## src/rtl/rf_wb_sched_if.sv

```systemverilog
// Valid/ready channel that carries multi-cycle unit results into the write-port scheduler.
interface rf_wb_sched_if #(
    parameter int DW = 32,
    parameter int AW = 5
);
    logic          mc_valid;
    logic          mc_ready;
    logic [AW-1:0] mc_wa;
    logic [DW-1:0] mc_wd;

    modport master (output mc_valid, output mc_wa, output mc_wd, input mc_ready);
    modport slave  (input mc_valid, input mc_wa, input mc_wd, output mc_ready);
endinterface

```

## src/rtl/rf_wb_sched.sv

```systemverilog
// Register-file write-port scheduler: core writeback has priority, multi-cycle results queue
// in a small FIFO, and a busy scoreboard flags read hazards on registers still in flight.
module rf_wb_sched #(
    parameter int DW         = 32,
    parameter int AW         = 5,
    parameter int DEPTH      = 2,
    parameter int STARVE_MAX = 4
) (
    input  logic          clk,
    input  logic          reset,
    input  logic          core_we,
    input  logic [AW-1:0] core_wa,
    input  logic [DW-1:0] core_wd,
    rf_wb_sched_if.slave  mc,
    input  logic          issue_claim,
    input  logic [AW-1:0] issue_wa,
    input  logic [AW-1:0] ra1,
    input  logic [AW-1:0] ra2,
    output logic          hazard1,
    output logic          hazard2,
    output logic          stall_core,
    output logic          rf_we,
    output logic [AW-1:0] rf_wa,
    output logic [DW-1:0] rf_wd,
    output logic          err
);
    localparam int PW   = (DEPTH > 1) ? $clog2(DEPTH) : 1;
    localparam int CW   = PW + 1;
    localparam int SW   = $clog2(STARVE_MAX + 1);
    localparam int NREG = 1 << AW;

    logic [AW-1:0]   fifo_wa [DEPTH];
    logic [DW-1:0]   fifo_wd [DEPTH];
    logic [PW-1:0]   rd_ptr;
    logic [PW-1:0]   wr_ptr;
    logic [CW-1:0]   count;
    logic [SW-1:0]   starve_cnt;
    logic [NREG-1:0] busy;
    logic [NREG-1:0] busy_next;

    logic          empty;
    logic          full;
    logic          core_eff;
    logic          drain;
    logic          push;
    logic          err_event;
    logic [AW-1:0] head_wa;
    logic [DW-1:0] head_wd;

    // Every grant is gated by reset so nothing is written or accepted in a reset cycle.
    assign empty       = (count == '0);
    assign full        = (count == CW'(DEPTH));
    assign head_wa     = fifo_wa[rd_ptr];
    assign head_wd     = fifo_wd[rd_ptr];
    assign mc.mc_ready = ~full & ~reset;
    assign stall_core  = (starve_cnt == SW'(STARVE_MAX)) & ~empty & ~reset;
    assign core_eff    = core_we & (core_wa != '0) & ~stall_core & ~reset;
    assign drain       = ~empty & (~core_eff | stall_core) & ~reset;
    assign push        = mc.mc_valid & mc.mc_ready;

    assign hazard1 = busy[ra1] & (ra1 != '0);
    assign hazard2 = busy[ra2] & (ra2 != '0);

    assign err_event = (issue_claim & (issue_wa != '0) & busy[issue_wa])
                     | (core_eff & busy[core_wa])
                     | (push & ~busy[mc.mc_wa]);

    always_comb begin
        rf_we = 1'b0;
        rf_wa = '0;
        rf_wd = '0;
        if (core_eff) begin
            rf_we = 1'b1;
            rf_wa = core_wa;
            rf_wd = core_wd;
        end else if (drain && head_wa != '0) begin
            rf_we = 1'b1;
            rf_wa = head_wa;
            rf_wd = head_wd;
        end
    end

    // A claim in the same cycle as a drain of that register keeps it busy.
    always_comb begin
        busy_next = busy;
        if (drain) busy_next[head_wa] = 1'b0;
        if (issue_claim) busy_next[issue_wa] = 1'b1;
        busy_next[0] = 1'b0;
    end

    always_ff @(posedge clk) begin
        if (!reset && push) begin
            fifo_wa[wr_ptr] <= mc.mc_wa;
            fifo_wd[wr_ptr] <= mc.mc_wd;
        end
    end

    always_ff @(posedge clk) begin
        if (reset) begin
            rd_ptr     <= '0;
            wr_ptr     <= '0;
            count      <= '0;
            starve_cnt <= '0;
            busy       <= '0;
            err        <= 1'b0;
        end else begin
            if (push) wr_ptr <= wr_ptr + 1'b1;
            if (drain) rd_ptr <= rd_ptr + 1'b1;
            count <= count + CW'(push) - CW'(drain);
            if (empty || drain)
                starve_cnt <= '0;
            else if (core_eff && starve_cnt != SW'(STARVE_MAX))
                starve_cnt <= starve_cnt + 1'b1;
            busy <= busy_next;
            if (err_event) err <= 1'b1;
        end
    end
endmodule

```

## src/flat_wrapper.sv

```systemverilog
// flat-port wrapper written by rule: the top's interface ports become plain ports
module rf_wb_sched_flat 
#(
    parameter int DW         = 32,
    parameter int AW         = 5,
    parameter int DEPTH      = 2,
    parameter int STARVE_MAX = 4
)
  (clk, reset, core_we, core_wa, core_wd, issue_claim, issue_wa, ra1, ra2, hazard1, hazard2, stall_core, rf_we, rf_wa, rf_wd, err, mc_mc_valid, mc_mc_wa, mc_mc_wd, mc_mc_ready);
  rf_wb_sched_if #(.DW(DW), .AW(AW)) mc_i ();
  input  logic clk;
  input  logic reset;
  input  logic core_we;
  input  logic [AW-1:0] core_wa;
  input  logic [DW-1:0] core_wd;
  input  logic issue_claim;
  input  logic [AW-1:0] issue_wa;
  input  logic [AW-1:0] ra1;
  input  logic [AW-1:0] ra2;
  output logic hazard1;
  output logic hazard2;
  output logic stall_core;
  output logic rf_we;
  output logic [AW-1:0] rf_wa;
  output logic [DW-1:0] rf_wd;
  output logic err;
  input wire logic [$bits(mc_i.mc_valid)-1:0] mc_mc_valid;
  input wire logic [$bits(mc_i.mc_wa)-1:0] mc_mc_wa;
  input wire logic [$bits(mc_i.mc_wd)-1:0] mc_mc_wd;
  output wire logic [$bits(mc_i.mc_ready)-1:0] mc_mc_ready;
  assign mc_i.mc_valid = mc_mc_valid;
  assign mc_i.mc_wa = mc_mc_wa;
  assign mc_i.mc_wd = mc_mc_wd;
  assign mc_mc_ready = mc_i.mc_ready;
  rf_wb_sched #(.DW(DW), .AW(AW), .DEPTH(DEPTH), .STARVE_MAX(STARVE_MAX)) u_core (.clk(clk), .reset(reset), .core_we(core_we), .core_wa(core_wa), .core_wd(core_wd), .mc(mc_i), .issue_claim(issue_claim), .issue_wa(issue_wa), .ra1(ra1), .ra2(ra2), .hazard1(hazard1), .hazard2(hazard2), .stall_core(stall_core), .rf_we(rf_we), .rf_wa(rf_wa), .rf_wd(rf_wd), .err(err));
endmodule
```

## config.mk

```make
export PLATFORM = sky130hd
export DESIGN_NAME = rf_wb_sched_flat
export DESIGN_NICKNAME = d
export VERILOG_FILES = /design/src/rtl/rf_wb_sched_if.sv /design/src/rtl/rf_wb_sched.sv /design/src/flat_wrapper.sv
export SDC_FILE = /design/constraint.sdc
export NUM_CORES = 1
export LEC_CHECK = 0
export ABC_AREA = 1
export CAP_MARGIN = 30
export CORE_ASPECT_RATIO = 1.5
export CORE_MARGIN = 2
export CORE_UTILIZATION = 47
export DETAILED_ROUTE_END_ITERATION = 10
export GPL_TIMING_DRIVEN = 1
export HOLD_SLACK_MARGIN = 0.06
export PLACE_DENSITY_LB_ADDON = 0.08
export SYNTH_ARGS = -nofsm -noshare
export SYNTH_HDL_FRONTEND = slang
export SYNTH_SLANG_ARGS = --single-unit
```

## constraint.sdc

```tcl
create_clock -name clk -period 2.97 [get_ports clk]
set_clock_uncertainty 0.15 [all_clocks]
set_input_delay 0.7425 -clock clk [delete_from_list [all_inputs] [get_ports clk]]
set_output_delay 0.7425 -clock clk [all_outputs]
set_load 0.01 [all_outputs]
```

==> impl_metrics.py, run 1 <==
metrics = {
    "setup_path": {
        "r2r_end": "u_core.count[1]$_SDFF_PP0_",
        "critical_path.top_delay_family": "buffers and inverters",
        "setup.worst_path.start": "core_wa[0]",
        "worstPathRequired_ns": 2.08,
        "critPathKind": "in -> out",
        "worstSetupEndpointType": "primary output",
        "worst-endpoint-arrival_ns": 2.08,
        "cp_slowest_cell": "clkdlybuf4s15_1",
        "reg2reg_slack_ns": 0.66,
        "worst_path_most_repeated_cell": "nand3_4",
        "path_cells": "clkdlybuf4s15_1, inv_2, nand3_4, nand3_4, nand2_4, a21oi_4, inv_6, buf_4, buf_12, o21ai_2, buf_2",
        "worst-r2r-cell-count": 15,
        "worstPathMaxFanout": 9,
        "worst-path-buf-inv": 6,
        "startpoint_type": "input port",
        "cpPeakStageDelay_ns": 0.23,
        "timing.rr.start": "u_core.starve_cnt[1]$_SDFFE_PP0P_",
    },
    "worst_hold_path": {
        "worst_hold_path.endpoint": "u_core.starve_cnt[0]$_SDFFE_PP0P_",
        "min_from": "u_core.starve_cnt[0]$_SDFFE_PP0P_",
        "hold_path.class": "reg -> reg",
        "holdPathStages": 2,
    },
    "clock_tree": {
        "cts_buffers": 17,
        "tritoncts": "done",
        "cts-root-buf": "clkbuf_16",
        "htree_levels": 4,
        "clkSinkCount": 114,
        "worstSkewPairLatency_ns": 0.42,
        "cts-hold-fix-buffers": 0,
        "clock_path_buffers": 2,
        "clkTransAtPathRegs_ns": 0.05,
    },
    "layout": {
        "final_core_utilization_pct": 67.84,
        "final_net_count": 1195,
        "area_growth_syn_to_layout_pct": 41.99,
        "layout-drive-gt1-share_pct": 22.52,
        "mostFrequentLayoutCell": "nand2_1",
        "layout_common_cells": "nand2_1 (278), o21ai_0 (91), clkdlybuf4s50_1 (85)",
        "fillCellCount": 1233,
        "post-route-cell-area_um2": 9448,
    },
    "power_and_ir_drop": {
        "ir_drop_mv": 0.4618,
        "power.leakage_nw": 3.998,
        "cellPowerDensity_nw_per_um2": 589.3,
    },
    "yosys": {
        "post_synth_instance_area_um2": 6654,
        "yosys.area.top_type_share_pct": 33.40,
        "ys_seq_area_share_pct": 45.43,
        "cell_taking_the_most_area_after_synthesis": "edfxtp_1",
        "synth_warnings": 0,
        "count_of_distinct_cell_types_in_the_synthesized_netlist": 38,
        "ys_seq_elements": 114,
        "synthesized_netlist_cell_count": 879,
        "ys_top_cells_by_area": "edfxtp_1 (33%), nand2_1 (16%), dfxtp_1 (12%)",
        "syn_area_per_cell_um2": 7.570,
        "synth_fp_nets": 977,
    },
    "global_routing": {
        "global_route.overflow_total": 0,
        "initial_antenna_violation_count": 1,
        "grt_pass1_wl_um": 34600,
        "grt_usage_pct": 30.67,
        "grt_pass1_vias": 6557,
        "grt_start_max_net_pins": 65,
    },
    "timing": {
        "slew_headroom_pct": 62.75,
        "rsz0062_at_grt": "yes",
        "finalWorstSetupSlack_ns": 0.0004459,
        "fin_crit_sh_pct": 99.98,
        "setup_viol_count_final": 0,
        "fin_setup_tns_ns": 0,
        "timing_max_transition_violations_final": 0,
        "fmaxAchievable_ghz": 0.3368,
        "post-route-min-period_ns": 2.970,
        "report.final.hold_viol_count": 0,
        "tightestPinTransition_ns": 0.5570,
    },
    "placement": {
        "routabilityCongestion": 1.081,
        "post-place-ws_ns": -0.7955,
        "detailed_place_hpwl_um": 15960,
        "place_area_um2": 8682,
        "io_buffer_count": 136,
    },
    "floorplanning": {
        "floorplan.rows": 53,
        "core_um2": 13930,
        "die_width_um": 101.2,
        "die_outline_area_um2": 15140,
        "die_height_um": 149.7,
        "effective_utilization_at_floorplan_pct": 47.78,
        "io_pins": 137,
    },
    "route": {
        "avgViaCountPerCell": 5.362,
        "route.detailed.drc": 0,
        "detailed_route_via_count": 6842,
        "dr.first_iter.drc_count": 456,
        "post_drt_wl_per_cell_um": 17.59,
        "detailed_routing_iterations_pass_1": 5,
        "routed_wirelength_um": 22440,
        "drtAntennaViolNets": 0,
    },
    "status": {
        "status": "complete, no violations",
    },
    "job": {
        "drv_cap": 0,
    },
}
==> tightest hold or removal path, stage by stage, from the launching register on <==
cell	delay, ns
dfxtp_2	0.33
buf_4	0.11
nor4_1	0.04
==> worst max path at each step <==
stage / endpoint / slack, ns / cells past startpoint
after floorplan: u_core.fifo_wa[1][0]$_DFFE_PP_ / 0.24 / 3
after global placement: rf_wd[30] / -0.74 / 10
after detailed placement: rf_wd[26] / -0.80 / 10
after CTS: rf_wd[14] / 0.009 / 8
after global routing: rf_wd[5] / -0.08 / 13
final: rf_wd[5] / 0.0004 / 11
==> layout make-up <==
cell class                 count  area (um^2)  area share (%)
inverter                     102        397.9           4.211
sequential                   114         3030           32.08
antenna                        1        2.502         0.02649
multi-input combinational    625         3094           32.75
clock buffer                  17        425.4           4.503
tap                          165        206.4           2.185
clock inverter                15        158.9           1.682
timing repair buffer         237         2132           22.57
==> cell usage after synthesis <==
library cell  count
a21oi_1          61
a21oi_4           1
a31oi_1           2
a32oi_1           1
buf_1             4
buf_12            3
buf_2            14
buf_4             2
buf_6             2
clkbuf_1         13
clkinv_1          2
dfxtp_1          40
edfxtp_1         74
ha_1              4
inv_1            92
inv_2             7
inv_6             1
nand2_1         278
nand2_2           3
nand2_4           1
nand3_1          67
nand3_2           1
nand3_4           1
nor2_1           39
nor2_2            4
nor2_4            1
nor3_1           11
nor3_2            3
nor3_4            1
nor3b_1           3
nor4_1            1
o211ai_1          8
o21ai_0          94
o21ai_1           3
o21ai_2          31
o21ai_4           1
o22ai_1           3
xor2_1            2
==> metrics by stage <==
stage / hold slack, ns / total power [mW] / instances
floorplan: 0.2796 / 2.778 / 879
global placement: 0.2975 / 3.494 / 1222
detailed placement: 0.3240 / 3.515 / 1222
CTS: 0.3633 / 5.575 / 1274
global route: 0.3898 / 5.832 / 1276
finish: 0.3738 / 5.568 / 1276
==> timing repair <==
| action | CTS | global route |
|---|---|---|
| setup endpoints to repair | 42 | 37 |
| buffers inserted | 14 | 1 |
| cloned | 6 | 0 |
| pin swaps | 8 | 0 |
| resized for setup | 204 | 11 |
==> sequential cells by signal (all words and copies together), names as in the netlist, named ones only <==
register and flops:
u_core.busy 31, u_core.wr_ptr 1, u_core.count 2, u_core.fifo_wa 10, u_core.rd_ptr 1, u_core.starve_cnt 3
u_core.fifo_wd 64, u_core.err 1
==> routing by layer <==
metal  vias up  GRT usage (%)  share of wire, %
met5         -              0                 0
met1      3071          31.71                34
met2       327          54.83                51
met3        83          6.959               7.3
met4         0          19.26               7.2
li1       3361              -                 -
==> kinds of logic (layout without fill, tap and decap cells) <==
| group | after synthesis | count (layout) | synth area share [%] |
|---|---|---|---|
| AO/OA/AOI/OAI | 205 | 205 | 17.96 |
| XOR/XNOR | 2 | 2 | 0.2633 |
| adder cells (fa/ha/maj) | 4 | 4 | 0.7522 |
| buffers and inverters | 140 | 371 | 9.308 |
| flip-flops | 114 | 114 | 45.43 |
| other | 0 | 1 | 0 |
| AND/OR/NAND/NOR | 414 | 414 | 26.29 |
==> where the power goes <==
part	switching, mW	internal [mW]
clock	0.777	1.24
combinational	0.935	0.731
sequential	0.0726	1.81
(Power assumes the default switching activity.)
==> run 2, diff against run 1 <==
Settings changed: CORE_UTILIZATION 47 to 48, CTS_BUF_LIST from default to sky130_fd_sc_hd__clkbuf_4 sky130_fd_sc_hd__clkbuf_8, SLEW_MARGIN from default to 40.
==> run 2 against run 1 <==
  * The run now ends with negative setup slack left
  * Fmax shrank 1.1%
  * Sequential cell count stayed put
  * Routed wire length is 4.3% lower
  * First-iteration DRC count fell by 15%
  * Sequential share of layout area grew 0.69 points
  * Critical endpoint is now rf_wd[30]
  * Setup slack got worse by 0.032 ns
  * Non-clock buffer count decreased by 5
  * Largest power group is now registers
  * Combinational power hardly changed
  * Hold slack improved by 0.0033 ns
  * Total power shrank 5.7%
  * Final cell count decreased by 0.63%
  * Global-route usage decreased by 2.1 points
==> impl_metrics.py, run 2 (synthesis gave the netlist of run 1 again) <==
metrics = {
    "status": {
        "status": "finished, violations left",
        "violations": "negative setup slack",
    },
    "setup_path": {
        "setup.worst_path.start": "core_wa[4]",
        "critPathKind": "in -> out",
        "path_cells": "buf_2, nor2_4, nand3_4, nand3_4, nand2_4, a21oi_4, clkinv_4, buf_4, o21ai_2, buf_2",
        "reg2reg_slack_ns": 0.68,
        "worstPathRequired_ns": 2.08,
        "startpoint_type": "input port",
        "worst-endpoint-arrival_ns": 2.11,
        "worstSetupEndpointType": "primary output",
        "timing.rr.start": "u_core.starve_cnt[1]$_SDFFE_PP0P_",
        "cpPeakStageDelay_ns": 0.20,
        "cp_slowest_cell": "a21oi_4",
        "worstPathMaxFanout": 8,
    },
    "layout": {
        "reg.largest.list": "u_core.fifo_wd: 64 flops, u_core.busy: 31 flops, u_core.fifo_wa: 10 flops",
        "layout.area.seq_um2": 3032,
        "layout-drive-gt1-share_pct": 23.15,
        "antenna_diodes": 0,
        "regMostFlops": "u_core.fifo_wd",
        "mostFrequentLayoutCell": "nand2_1",
        "fillCellCount": 1169,
        "layout_common_cells": "nand2_1 (276), o21ai_0 (91), clkdlybuf4s50_1 (84)",
        "final_core_utilization_pct": 68.37,
        "final_net_count": 1191,
        "area_growth_syn_to_layout_pct": 39.06,
        "largest_register_ffs": 64,
        "multi_input_comb_area_um2": 3119,
    },
    "global_routing": {
        "grt_usage_pct": 28.58,
        "grt_pass1_vias": 6210,
        "global_route.overflow_total": 0,
        "grt_start_max_net_pins": 65,
        "initial_antenna_violation_count": 0,
        "grt_pass1_wl_um": 32060,
    },
    "timing": {
        "setup_viol_count_final": 27,
        "post-route-min-period_ns": 3.002,
        "fmaxAchievable_ghz": 0.3331,
        "finalWorstSetupSlack_ns": -0.03205,
        "slew_headroom_pct": 64.34,
        "rsz0062_at_grt": "yes",
        "fin_setup_tns_ns": -0.5010,
        "tightestPinTransition_ns": 0.5349,
        "report.final.hold_viol_count": 0,
        "timing_max_transition_violations_final": 0,
        "fin_crit_sh_pct": 101.1,
    },
    "route": {
        "avgViaCountPerCell": 5.344,
        "post_drt_wl_per_cell_um": 16.94,
        "routed_wirelength_um": 21480,
        "drtAntennaViolNets": 0,
        "dr.first_iter.drc_count": 387,
        "route.detailed.drc": 0,
        "detailed_route_via_count": 6776,
        "detailed_routing_iterations_pass_1": 5,
    },
    "placement": {
        "io_buffer_count": 136,
        "detailed_place_hpwl_um": 14900,
        "post-place-ws_ns": -0.7215,
        "routabilityCongestion": 1.078,
    },
    "floorplanning": {
        "die_outline_area_um2": 14840,
        "floorplan.rows": 52,
        "effective_utilization_at_floorplan_pct": 49.17,
        "die_height_um": 148.2,
        "io_pins": 137,
        "die_width_um": 100.1,
        "core_um2": 13530,
    },
    "power_and_ir_drop": {
        "totalPowerFinal_mw": 5.249,
        "power.leakage_nw": 3.894,
        "ir_drop_mv": 0.3691,
        "cellPowerDensity_nw_per_um2": 567.4,
    },
    "clock_tree": {
        "worstSkewPairLatency_ns": 0.44,
        "clkSinkCount": 114,
        "clkTransAtPathRegs_ns": 0.08,
        "cts_buffers": 17,
        "clock_path_buffers": 2,
        "cts-root-buf": "clkbuf_8",
        "htree_levels": 4,
        "tritoncts": "done",
    },
    "job": {
        "drv_cap": 0,
    },
    "worst_hold_path": {
        "min_from": "u_core.starve_cnt[0]$_SDFFE_PP0P_",
        "hold_path.class": "reg -> reg",
    },
}
-- run 2: cell types whose count changed in the layout (fill, tap and decap cells not counted), sizes merged --
cell / change
buf: +3
bufbuf: -2
bufinv: +3
clkbuf: +2
clkdlybuf4s15: -1
clkdlybuf4s50: -1
clkinv: -3
clkinvlp: +1
diode: -1
dlygate4sd2: -7
dlymetal6s2s: +1
-- run 2: worst max-delay path, delay by kind of cell --
family / cells / cell delay, ns
AO/OA/AOI/OAI: 2 / 0.29
buffers and inverters: 4 / 0.66
AND/OR/NAND/NOR: 4 / 0.39
-- run 2: layout make-up --
class	count	share of cell area, %
multi-input combinational	625	33.71
sequential	114	32.77
timing repair buffer	232	21.80
inverter	102	4.354
clock buffer	17	2.529
clock inverter	15	2.475
tap	162	2.191
timing repair inverter	1	0.1758
-- run 2: report_power, final --
part | total (mW) | internal (mW) | switching [mW]
clock | 1.69 | 1.01 | 0.683
sequential | 1.87 | 1.81 | 0.0608
combinational | 1.69 | 0.725 | 0.961
-- run 2: through the flow --
| step | cell area (um^2) | hold WS, ns | cells |
|---|---|---|---|
| after global routing | 9253 | 0.3979 | 1268 |
| final | 9253 | 0.3771 | 1268 |
| after floorplan | 6659 | 0.2796 | 879 |
| after global placement | 8621 | 0.2985 | 1213 |
| after CTS | 9117 | 0.3822 | 1258 |
| after detailed placement | 8621 | 0.3307 | 1213 |
-- run 2: path summary, 6_finish.rpt --
| path | endpoint | cells after the start |
|---|---|---|
| worst min-delay path | u_core.starve_cnt[0]$_SDFFE_PP0P_ | 2 |
| worst max-delay path | rf_wd[30] | 10 |
| worst min register to register | u_core.starve_cnt[0]$_SDFFE_PP0P_ | 2 |
| worst max register to register | u_core.count[1]$_SDFF_PP0_ | 16 |
-- run 2: layer usage --
metal	global-route usage, %	part of all wire, %	wire, um
met3	5.921	6.6	1420
met1	30.42	36	7820
met2	51.48	51	10930
met4	16.30	6.1	1309
met5	0	0	0
-- run 2: repair_timing --
item                                    CTS  global route
endpoints found under the setup margin   41            40
cloned                                    7             0
pin swaps                                12             7
gates resized for setup                 226            29
hold buffers                              0             0
buffers inserted                          6            10
